[src/rtl/mmio_console_if.sv]
// Core data-memory port plus the TX byte stream of the MMIO console.
// The master side is the core/testbench, the slave side is the console.
interface mmio_console_if;
    logic [31:0] bus_addr;
    logic        bus_we;
    logic        bus_re;
    logic [31:0] bus_wdata;
    logic [3:0]  bus_wstrb;
    logic [31:0] bus_rdata;
    logic        bus_sel;
    logic [7:0]  tx_data;
    logic        tx_valid;
    logic        tx_ready;

    modport master (
        output bus_addr, bus_we, bus_re, bus_wdata, bus_wstrb, tx_ready,
        input  bus_rdata, bus_sel, tx_data, tx_valid
    );

    modport slave (
        input  bus_addr, bus_we, bus_re, bus_wdata, bus_wstrb, tx_ready,
        output bus_rdata, bus_sel, tx_data, tx_valid
    );
endinterface

[src/rtl/mmio_console.sv]
// MMIO console: a three-register window (TXDATA, STATUS, EXIT) sitting above
// main memory. TXDATA stores feed a byte FIFO drained over a valid/ready
// stream; EXIT latches a sticky halt flag together with the program exit code.
module mmio_console #(
    parameter logic [31:0] BASE  = 32'h0000_4000,
    parameter int          DEPTH = 8              // power of two, >= 2
) (
    input  logic          clk,
    input  logic          rst,
    mmio_console_if.slave bus,
    output logic          halt,
    output logic [31:0]   exit_code
);

    localparam int AW = $clog2(DEPTH);
    localparam int CW = AW + 1;

    localparam logic [1:0] OFF_TXDATA = 2'd0;
    localparam logic [1:0] OFF_STATUS = 2'd1;
    localparam logic [1:0] OFF_EXIT   = 2'd2;

    logic [7:0]    fifo_mem [DEPTH];
    logic [AW-1:0] wr_ptr;
    logic [AW-1:0] rd_ptr;
    logic [CW-1:0] count;
    logic          overflow;

    logic          sel;
    logic [1:0]    offset;
    logic          empty;
    logic          full;
    logic          push_req;
    logic          push_ok;
    logic          pop;
    logic          exit_wr;
    logic [31:0]   status;

    // Address decode, FIFO handshake qualifiers and STATUS assembly.
    always_comb begin
        sel      = ({1'b0, bus.bus_addr} >= {1'b0, BASE}) &&
                   ({1'b0, bus.bus_addr} <  ({1'b0, BASE} + 33'd12));
        offset   = bus.bus_addr[3:2];
        empty    = (count == '0);
        full     = (count == CW'(DEPTH));
        pop      = !empty && bus.tx_ready;
        push_req = bus.bus_we && sel && (offset == OFF_TXDATA) && bus.bus_wstrb[0];
        // A full FIFO still accepts a byte when the head leaves on the same edge.
        push_ok  = push_req && (!full || pop);
        exit_wr  = bus.bus_we && sel && (offset == OFF_EXIT) &&
                   (bus.bus_wstrb != 4'b0000) && !halt;
        status   = {24'h0, halt, overflow, full, empty, 4'(count)};
    end

    // Bus-side outputs: load data is combinational and zero unless STATUS is read.
    always_comb begin
        bus.bus_sel   = sel;
        bus.bus_rdata = 32'h0;
        if (bus.bus_re && sel && (offset == OFF_STATUS)) begin
            bus.bus_rdata = status;
        end
        bus.tx_valid  = !empty;
        bus.tx_data   = fifo_mem[rd_ptr];
    end

    // FIFO storage: not reset, stale entries are never visible past rd_ptr.
    always_ff @(posedge clk) begin
        if (push_ok) begin
            fifo_mem[wr_ptr] <= bus.bus_wdata[7:0];
        end
    end

    // FIFO pointers, occupancy and sticky overflow.
    always_ff @(posedge clk) begin
        if (rst) begin
            wr_ptr   <= '0;
            rd_ptr   <= '0;
            count    <= '0;
            overflow <= 1'b0;
        end else begin
            if (push_ok) begin
                wr_ptr <= wr_ptr + AW'(1);
            end
            if (pop) begin
                rd_ptr <= rd_ptr + AW'(1);
            end
            case ({push_ok, pop})
                2'b10:   count <= count + CW'(1);
                2'b01:   count <= count - CW'(1);
                default: count <= count;
            endcase
            if (push_req && full && !pop) begin
                overflow <= 1'b1;
            end
        end
    end

    // Halt flag and exit code: the first EXIT store after reset wins.
    always_ff @(posedge clk) begin
        if (rst) begin
            halt      <= 1'b0;
            exit_code <= 32'h0;
        end else if (exit_wr) begin
            halt      <= 1'b1;
            exit_code <= bus.bus_wdata;
        end
    end

endmodule

[src/flat_wrapper.sv]
// flat-port wrapper written by rule: the top's interface ports become plain ports
module mmio_console_flat 
#(
    parameter logic [31:0] BASE  = 32'h0000_4000,
    parameter int          DEPTH = 8                                   
)
  (clk, rst, halt, exit_code, bus_bus_addr, bus_bus_we, bus_bus_re, bus_bus_wdata, bus_bus_wstrb, bus_tx_ready, bus_bus_rdata, bus_bus_sel, bus_tx_data, bus_tx_valid);
  mmio_console_if bus_i ();
  input  logic clk;
  input  logic rst;
  output logic halt;
  output logic [31:0] exit_code;
  input wire logic [$bits(bus_i.bus_addr)-1:0] bus_bus_addr;
  input wire logic [$bits(bus_i.bus_we)-1:0] bus_bus_we;
  input wire logic [$bits(bus_i.bus_re)-1:0] bus_bus_re;
  input wire logic [$bits(bus_i.bus_wdata)-1:0] bus_bus_wdata;
  input wire logic [$bits(bus_i.bus_wstrb)-1:0] bus_bus_wstrb;
  input wire logic [$bits(bus_i.tx_ready)-1:0] bus_tx_ready;
  output wire logic [$bits(bus_i.bus_rdata)-1:0] bus_bus_rdata;
  output wire logic [$bits(bus_i.bus_sel)-1:0] bus_bus_sel;
  output wire logic [$bits(bus_i.tx_data)-1:0] bus_tx_data;
  output wire logic [$bits(bus_i.tx_valid)-1:0] bus_tx_valid;
  assign bus_i.bus_addr = bus_bus_addr;
  assign bus_i.bus_we = bus_bus_we;
  assign bus_i.bus_re = bus_bus_re;
  assign bus_i.bus_wdata = bus_bus_wdata;
  assign bus_i.bus_wstrb = bus_bus_wstrb;
  assign bus_i.tx_ready = bus_tx_ready;
  assign bus_bus_rdata = bus_i.bus_rdata;
  assign bus_bus_sel = bus_i.bus_sel;
  assign bus_tx_data = bus_i.tx_data;
  assign bus_tx_valid = bus_i.tx_valid;
  mmio_console #(.BASE(BASE), .DEPTH(DEPTH)) u_core (.clk(clk), .rst(rst), .bus(bus_i), .halt(halt), .exit_code(exit_code));
endmodule
[config.mk]
export PLATFORM = sky130hd
export DESIGN_NAME = mmio_console_flat
export DESIGN_NICKNAME = d
export VERILOG_FILES = /design/src/rtl/mmio_console_if.sv /design/src/rtl/mmio_console.sv /design/src/flat_wrapper.sv
export SDC_FILE = /design/constraint.sdc
export NUM_CORES = 1
export LEC_CHECK = 0
export ABC_CLOCK_PERIOD_IN_PS = 3600
export BUFFER_PORTS_ARGS = -buffer_cell sky130_fd_sc_hd__clkbuf_2
export CORE_AREA = 2 2 105 107
export CTS_CLUSTER_DIAMETER = 60
export CTS_CLUSTER_SIZE = 28
export DETAILED_ROUTE_END_ITERATION = 6
export DIE_AREA = 0 0 107 109
export HOLD_SLACK_MARGIN = 0.06
export PLACE_DENSITY = 0.83
export SLEW_MARGIN = 0
export SYNTH_ARGS = -nofsm -noshare
export SYNTH_HDL_FRONTEND = slang
export SYNTH_SLANG_ARGS = --single-unit
[constraint.sdc]
create_clock -name clk -period 3.6 [get_ports clk]
set_clock_uncertainty 0.1 [all_clocks]
set_input_delay 1.08 -clock clk [delete_from_list [all_inputs] [get_ports clk]]
set_output_delay 1.08 -clock clk [all_outputs]
set_load 0.03 [all_outputs]
==> results of run 1 <==
worst max-delay path, delay by kind of cell:
family / cells / cell delay (ns)
simple gates: 4 / 0.91
buf+inv: 3 / 0.42
per-stage QoR:
stage               cell area, um^2  utilization [%]
finish                         5810             54.8
global route                   5810             54.8
CTS                            5740             54.1
detailed placement             5540             52.3
global placement               5540             52.3
floorplan                      4840                -
final cells by class:
type | count | area [um^2]
multi-input cells | 201 | 1740
inverters | 5 | 18.8
repair buffers | 140 | 833
fillers | 853 | 4790
clock buffers | 10 | 128
well taps | 140 | 175
clock inverters | 6 | 53.8
flip-flops and latches | 111 | 2860
cells in the final DEF, fill, tap and decap left out, types with 2 or more instances in the layout:
master and n:
clkbuf_2 112, edfxtp_1 64, nor2_1 51, dfxtp_1 47
mux2i_1 35, conb_1 24, buf_4 17, mux4_2 16
mux2_2 9, clkbuf_8 9, buf_6 8, and2_1 7
nor4_4 5, inv_1 4, nand2_1 4, nor3_1 4
ha_1 4, a21oi_1 3, xnor2_1 3, and4_1 3
clkinvlp_4 3, nor4_2 2, nand3_1 2, nand2b_1 2
xor2_1 2, nand4b_1 2, o31ai_1 2, inv_8 2
buf_12 2
cell families after synthesis:
logic type,synth area share [%]
AOI/OAI and AO/OA,1.37
xor gates and xnor gates,0.922
adders and majority gates,1.48
buffers and inverters,5.66
DFF,60.3
muxes,17.7
other,0.0790
and+or+nand+nor,12.6
sequential cells by signal, summed over array words and instances, names as in the netlist, named ones only:
signal	cells
u_core.fifo_mem	64
u_core.rd_ptr	3
u_core.count	4
u_core.overflow	1
u_core.halt	1
u_core.wr_ptr	3
u_core.exit_code	32
cell usage after synthesis (3+ instances only):
cell,instances
dfxtp_1,47
nor4_4,3
mux2_2,9
nor2_1,51
xnor2_1,3
clkbuf_1,7
and2_1,7
mux4_2,16
buf_2,5
and4_1,3
buf_4,24
inv_1,4
ha_1,4
nor4_2,3
edfxtp_1,64
a21oi_1,3
nor3_1,4
mux2i_1,35
nand2_1,4
power by group:
part           total, uW  internal (uW)  switching, uW
clock                686            264            422
combinational        327            142            185
sequential          1360           1350           12.7
per-layer routing:
metal,vias to the layer above,part of all wire [%],track usage [%]
li1,1438,-,-
met1,1481,39,17.9
met2,90,55,29.6
met3,11,4.4,4.66
met4,0,1.6,5.57
met5,-,0,0
how the worst max path moves through the flow:
stage,from,endpoint,slack (ns),depth (start not counted)
2_1_floorplan,bus_bus_addr[20],bus_bus_rdata[4],0.03,4
3_3_place_gp,bus_bus_addr[13],u_core.count[3],-0.08,11
3_5_place_dp,bus_bus_addr[16],u_core.count[3],-0.10,11
4_1_cts,bus_bus_addr[20],bus_bus_rdata[5],0.02,7
5_1_grt,bus_bus_addr[8],bus_bus_rdata[4],-0.11,7
6_report,bus_bus_addr[8],bus_bus_rdata[4],0.02,7
what timing repair did:
action,in CTS,in global routing
endpoints found under the hold margin,0,0
resized for setup,2,33
setup buffers,1,0
endpoints found under the setup margin,8,8
pin swaps,4,4
==> results.rst, run 1 <==
.. list-table::
   :header-rows: 1

   * - Metric
     - Value
   * - Max-cap violations
     - 0
   * - Fraction of layout instances using a drive strength above 1
     - about two fifths
   * - Slowest cell delay on critical path
     - roughly 0.34 ns
   * - Detail Placement HPWL
     - 6.49 mm
   * - Netlist area before placement
     - ~0.0047 mm^2
   * - Crit Path Max Fanout
     - 8
   * - Buffer levels on the longest clock path
     - 2
   * - GP Congestion
     - 0.861
   * - RSZ-0062 raised after global routing
     - true
   * - Iteration-0 DRC Markers
     - roughly 130
   * - Total instance count after detailed placement
     - 596
   * - Setup slack after placement
     - -0.103 ns
   * - Input/output buffers
     - approximately 120
   * - Path depth of the worst reg2reg path
     - 9
   * - Mean instance size in the synthesized netlist
     - between 10 and 15 um^2
   * - Top cells by area in the synthesized netlist
     - edfxtp_1 (40%), dfxtp_1 (20%), mux4_2 (7.6%)
   * - Post-Syn Instances
     - ~330
   * - Crit path DAT
     - approximately 2.4 ns
   * - Clock-pin slew on the worst setup and hold paths
     - roughly 0.11 ns
   * - Total number of H-tree levels
     - 3
   * - Number of global-route vias before repair
     - 3030
   * - Final setup TNS
     - 0 ns
   * - Fin nets
     - 546
   * - Effective utilization at floorplan
     - 44.8%
   * - First-pass GRT wire length
     - roughly 14 mm
   * - Vias per cell
     - about 4.9
   * - Clock latency at the later pin of the worst-skew pair
     - roughly 0.36 ns
   * - Total CTS buffers
     - 9
   * - Cell Count, Final, Fillers Out
     - 613
   * - Power density of the placed cells
     - between 400 and 500 mW/mm^2
   * - Minimum hold slack
     - about 0.37 ns
   * - Worst slew margin relative to its limit
     - 33.7%
   * - Count of antenna diodes in the layout
     - 0
   * - Remaining routing DRC violations
     - 0
   * - Post-layout total power
     - roughly 2400 uW
   * - Area enclosed by the die boundary
     - around 0.012 mm^2
   * - Hold EP
     - u_core.overflow
   * - Standard-cell rows
     - 38
   * - Highest clock frequency the design can meet
     - 0.279 GHz
   * - Hold path startpoint
     - u_core.overflow
   * - Top cell type's share of synthesized area
     - roughly two fifths
   * - Clock net sink count
     - between 100 and 150
   * - Peak ir drop on the vdd network
     - approximately 220 uV
   * - DRT antenna net count
     - 0
   * - Root buffer cell
     - clkbuf_8
   * - Slew at the pin with the worst max-slew slack
     - 0.994 ns
   * - Area of the placeable core
     - about 0.011 mm^2
   * - Number of top-level pins
     - 148
   * - Critical path required time
     - approximately 2.4 ns
   * - Library cell contributing the largest single delay on the critical path
     - nor4b_4
   * - # hold bufs at CTS
     - 0
   * - Unique cell type count in the Yosys netlist
     - 48
   * - Nature of the critical path endpoint
     - primary output
   * - Number of stages on the worst hold path
     - 2
   * - Remaining Overflow, GRT
     - 0
   * - Final cycle utilization of the critical path
     - between 90% and 100%
   * - Number of warnings printed during yosys synthesis
     - 0
   * - Number of enable flip-flop cells after synthesis
     - 64
   * - Result of the run
     - complete, no violations
   * - Final number of max-transition violations
     - 0
   * - Leakage dissipation
     - between 0.002 and 0.0025 uW
   * - Global-route usage over all layers
     - between 15 and 20%
   * - Startpoint type of the worst setup path
     - input port
   * - Cell taking the most area after synthesis
     - edfxtp_1
   * - Worst Path Class, Setup
     - input port to primary output
   * - Number of hold violations in the final report
     - 0
   * - Ordered list of cells on the worst path
     - clkbuf_2 -> nor4b_4 -> nand4_4 -> nor4_4 -> buf_4 -> nor2b_2 -> buf_6
   * - Relative area change from synthesis to final layout
     - 22.4%
   * - Count of endpoints failing setup in the final report
     - 0
   * - Worst R2R End
     - u_core.count[3]
   * - Initial antenna violation count
     - 0
   * - Overall via count from detail_route
     - around 3000
   * - Hold/Removal Path Class
     - flop to flop
   * - Wirelength per Cell
     - 15.0 um
   * - Reg2Reg Setup Slack
     - just under 0.7 ns
   * - Fraction of registers with async set or reset after synthesis
     - 0%
   * - Dominant register cell in the synthesized netlist
     - edfxtp_1
   * - Maximum number of pins on one net before global-route repair
     - 50
   * - Clock tree from TritonCTS
     - yes
   * - Portion of the post-synthesis area used by sequential elements
     - roughly three fifths
   * - Worst path setup slack after routing
     - ~0.016 ns
   * - Overall die height
     - approximately 110 um
   * - Detailed Routing Iterations Pass 1
     - 4
   * - Sum of routed wire length over all layers
     - 9.19 mm
   * - Worst reg2reg path startpoint
     - u_core.count[3]
   * - Die Wd
     - between 100 and 150 um
   * - Post-layout minimum cycle time
     - between 3 and 4 ns
   * - Post-synthesis register bit count
     - around 110
(Power assumes the default switching activity.)
==> run 2: changes to the inputs <==
--- a/config.mk
+++ b/config.mk
@@ -5,15 +5,15 @@
 export SDC_FILE = /design/constraint.sdc
 export NUM_CORES = 1
 export LEC_CHECK = 0
-export ABC_CLOCK_PERIOD_IN_PS = 3600
+export ABC_CLOCK_PERIOD_IN_PS = 4300
 export BUFFER_PORTS_ARGS = -buffer_cell sky130_fd_sc_hd__clkbuf_2
-export CORE_AREA = 2 2 105 107
+export CORE_AREA = 2 2 101 103
 export CTS_CLUSTER_DIAMETER = 60
 export CTS_CLUSTER_SIZE = 28
 export DETAILED_ROUTE_END_ITERATION = 6
-export DIE_AREA = 0 0 107 109
+export DIE_AREA = 0 0 103 105
 export HOLD_SLACK_MARGIN = 0.06
-export PLACE_DENSITY = 0.83
+export PLACE_DENSITY = 0.85
 export SLEW_MARGIN = 0
 export SYNTH_ARGS = -nofsm -noshare
 export SYNTH_HDL_FRONTEND = slang
==> constraint.sdc (replaced) <==
create_clock -name clk -period 4.3 [get_ports clk]
set_clock_uncertainty 0.1 [all_clocks]
set_input_delay 1.29 -clock clk [delete_from_list [all_inputs] [get_ports clk]]
set_output_delay 1.29 -clock clk [all_outputs]
set_load 0.03 [all_outputs]
==> run 2 against run 1 <==
Global-route usage rose by 1.7 points. Largest power group unchanged. Non-clock buffer count fell by 5. First-iteration DRC count fell by 7.6%. Total power fell by 15%. Via count fell by 0.26%. Combinational power fell by 20%. Critical endpoint is now bus_bus_rdata[5]. Cell count fell by 2.0%. Clock power fell by 10%. Sequential power fell by 16%. Flip-flop and latch count did not move.
==> results.rst, run 2 (synthesized netlist as in run 1, its figures left out) <==
.. list-table::
   :header-rows: 1

   * - Metric
     - Value
   * - Reg2Reg Setup Slack
     - 1.41 ns (+0.72 ns)
   * - Leading cell type in the layout, fill and taps excluded
     - clkbuf_2
   * - Overall die height
     - 105 um (-3.7%)
   * - Final setup TNS
     - 0 ns (unchanged)
   * - Total instance count after detailed placement
     - 585 (-1.8%)
   * - RSZ-0062 raised after global routing
     - false
   * - Post-layout minimum cycle time
     - 4.16 ns
   * - Register name with the most flops
     - u_core.fifo_mem
   * - Initial antenna violation count
     - 0 (unchanged)
   * - Fraction of layout instances using a drive strength above 1
     - 40.8% (-1.0 points)
   * - Clock tree from TritonCTS
     - yes
   * - Root buffer cell
     - clkbuf_8
   * - Slew at the pin with the worst max-slew slack
     - 0.950 ns (-0.0442 ns)
   * - Path depth of the worst reg2reg path
     - 9 (unchanged)
   * - Worst R2R End
     - u_core.count[3]
   * - Relative area change from synthesis to final layout
     - 19.4%
   * - Nature of the critical path endpoint
     - primary output
   * - Final standard cell utilization of the core
     - 58.8% (+4.0 points)
   * - Clock latency at the later pin of the worst-skew pair
     - 0.37 ns (about the same)
   * - Final number of max-transition violations
     - 0 (unchanged)
   * - Leakage dissipation
     - 0.00221 uW (-1.7%)
   * - Peak ir drop on the vdd network
     - 186 uV (-15%)
   * - Fin nets
     - 541 (-0.92%)
   * - Input/output buffers
     - 121 (unchanged)
   * - Max-cap violations
     - 0 (unchanged)
   * - GP Congestion
     - 0.912 (+6.0%)
   * - Worst slew margin relative to its limit
     - 36.7% (+2.9 points)
   * - Crit path DAT
     - 2.77 ns (+0.37 ns)
   * - Result of the run
     - complete, no violations
   * - Post-CTS Resized
     - 0 (-2)
   * - Hold/Removal Path Class
     - flop to flop
   * - Worst reg2reg path startpoint
     - u_core.count[3]
   * - Largest registers
     - u_core.fifo_mem: 64 flops, u_core.exit_code: 32 flops, u_core.count: 4 flops
   * - Startpoint type of the worst setup path
     - input port
   * - Die Wd
     - 103 um (-3.7%)
   * - Number of top-level pins
     - 148 (unchanged)
   * - DRT antenna net count
     - 0 (unchanged)
   * - Crit Path Max Fanout
     - 8 (unchanged)
   * - # hold bufs at CTS
     - 0 (unchanged)
   * - Detail Placement HPWL
     - 6.66 mm (+2.7%)
   * - Total CTS buffers
     - 9 (unchanged)
   * - Number of fillers in the final layout
     - 804 (-5.7%)
   * - Number of global-route vias before repair
     - 3006 (-0.79%)
   * - Overall via count from detail_route
     - 3012 (-0.26%)
   * - Clock-pin slew on the worst setup and hold paths
     - 0.10 ns (about the same)
   * - Remaining routing DRC violations
     - 0 (unchanged)
   * - Global-route usage over all layers
     - 17.8% (+1.7 points)
   * - Capture point of the critical path
     - bus_bus_rdata[5]
   * - Wirelength per Cell
     - 15.4 um (+2.8%)
   * - Detailed Routing Iterations Pass 1
     - 4 (unchanged)
   * - First-pass GRT wire length
     - 14.7 mm (+3.1%)
   * - Cell Count, Final, Fillers Out
     - 601 (-2.0%)
   * - Worst Path Class, Setup
     - input port to primary output
   * - Highest clock frequency the design can meet
     - 0.240 GHz
   * - Number of hold violations in the final report
     - 0 (unchanged)
   * - Total number of H-tree levels
     - 3 (unchanged)
   * - Vias per cell
     - 5.01 (+1.7%)
   * - Power density of the placed cells
     - 356 mW/mm^2 (-13%)
   * - Area of the placeable core
     - 0.00964 mm^2 (-9.1%)
   * - Standard-cell rows
     - 36 (-5.3%)
   * - Sum of routed wire length over all layers
     - 9.26 mm (+0.81%)
   * - Remaining Overflow, GRT
     - 0 (unchanged)
   * - Start point of the critical path
     - bus_bus_addr[13]
   * - Most used cells in the layout excluding fill and tap cells
     - clkbuf_2 (121), edfxtp_1 (64), nor2_1 (51), dfxtp_1 (47), mux2i_1 (35)
   * - Post-place instance area
     - 0.00547 mm^2 (-1.3%)
   * - Post-CTS setup buffer count
     - 0 (-1)
   * - Buffer levels on the longest clock path
     - 2 (unchanged)
   * - Number of flip-flops in the largest register
     - 64 (unchanged)
   * - Final design area excluding fillers
     - 0.00567 mm^2 (-2.5%)
   * - Final cycle utilization of the critical path
     - around 97%
   * - Clock net sink count
     - 111 (unchanged)
   * - Iteration-0 DRC Markers
     - 122 (-7.6%)
   * - Count of antenna diodes in the layout
     - 0 (unchanged)
   * - Count of endpoints failing setup in the final report
     - 0 (unchanged)
   * - Critical path required time
     - 2.91 ns (+0.49 ns)
   * - Post-layout total power
     - 2020 uW (-15%)
   * - Maximum number of pins on one net before global-route repair
     - 50 (unchanged)
   * - Effective utilization at floorplan
     - 49.3% (+4.5 points)
   * - Area enclosed by the die boundary
     - 0.0108 mm^2 (-7.3%)
-- run 2: cell types whose count changed in the layout (fill, tap and decap cells not counted), moves of 2 or more --
| cell | delta |
|---|---|
| inv_8 | +2 |
| buf_4 | -3 |
| buf_6 | -8 |
| clkinvlp_4 | -2 |
| nor4_4 | -2 |
| clkbuf_2 | +9 |
| buf_12 | -2 |
-- run 2: layout make-up --
class | count | area, um^2 | share of cell area [%]
Sequential cell | 111 | 2860 | 50.5
Multi-Input combinational cell | 201 | 1710 | 30.2
Timing Repair Buffer | 135 | 711 | 12.5
Tap cell | 133 | 166 | 2.93
Clock buffer | 9 | 124 | 2.18
Clock inverter | 7 | 77.6 | 1.37
Inverter | 5 | 18.8 | 0.331
-- run 2: worst min path at each step --
stage | to | startpoint | cells past startpoint
final | u_core.overflow | u_core.overflow | 2
after global routing | u_core.overflow | u_core.overflow | 2
after CTS | u_core.overflow | u_core.overflow | 2
after detailed placement | u_core.overflow | u_core.overflow | 2
after global placement | u_core.overflow | u_core.overflow | 2
after floorplan | u_core.overflow | u_core.overflow | 2
-- run 2: report_power, final --
part | internal, uW | switching, uW
registers | 1130 | 11.2
clock network | 234 | 382
logic | 112 | 151
-- run 2: metrics by stage --
step / hold slack [ns] / worst slack, ns
2_1_floorplan: 0.321 / 0.0429
3_3_place_gp: 0.332 / 0.200
3_5_place_dp: 0.337 / 0.147
4_1_cts: 0.353 / 0.130
5_1_grt: 0.380 / 0.0224
6_report: 0.350 / 0.138
-- run 2: routing by layer --
layer  routed length [um]  part of all wire (%)  track usage, %  up-vias
li1                     -                     -               -     1437
met4                   80                  0.86            5.26        0
met1                 3610                    39            21.2     1480
met2                 5040                    54            31.2       86
met3                  532                   5.7            4.48        9
met5                    0                     0               0        -
-- run 2: worst max-delay path, stage by stage --
cell	delay (ns)
clkbuf_2	0.10
nor4_4	0.36
nand4_4	0.14
nor4_1	0.33
buf_4	0.20
and3_1	0.15
clkbuf_2	0.20
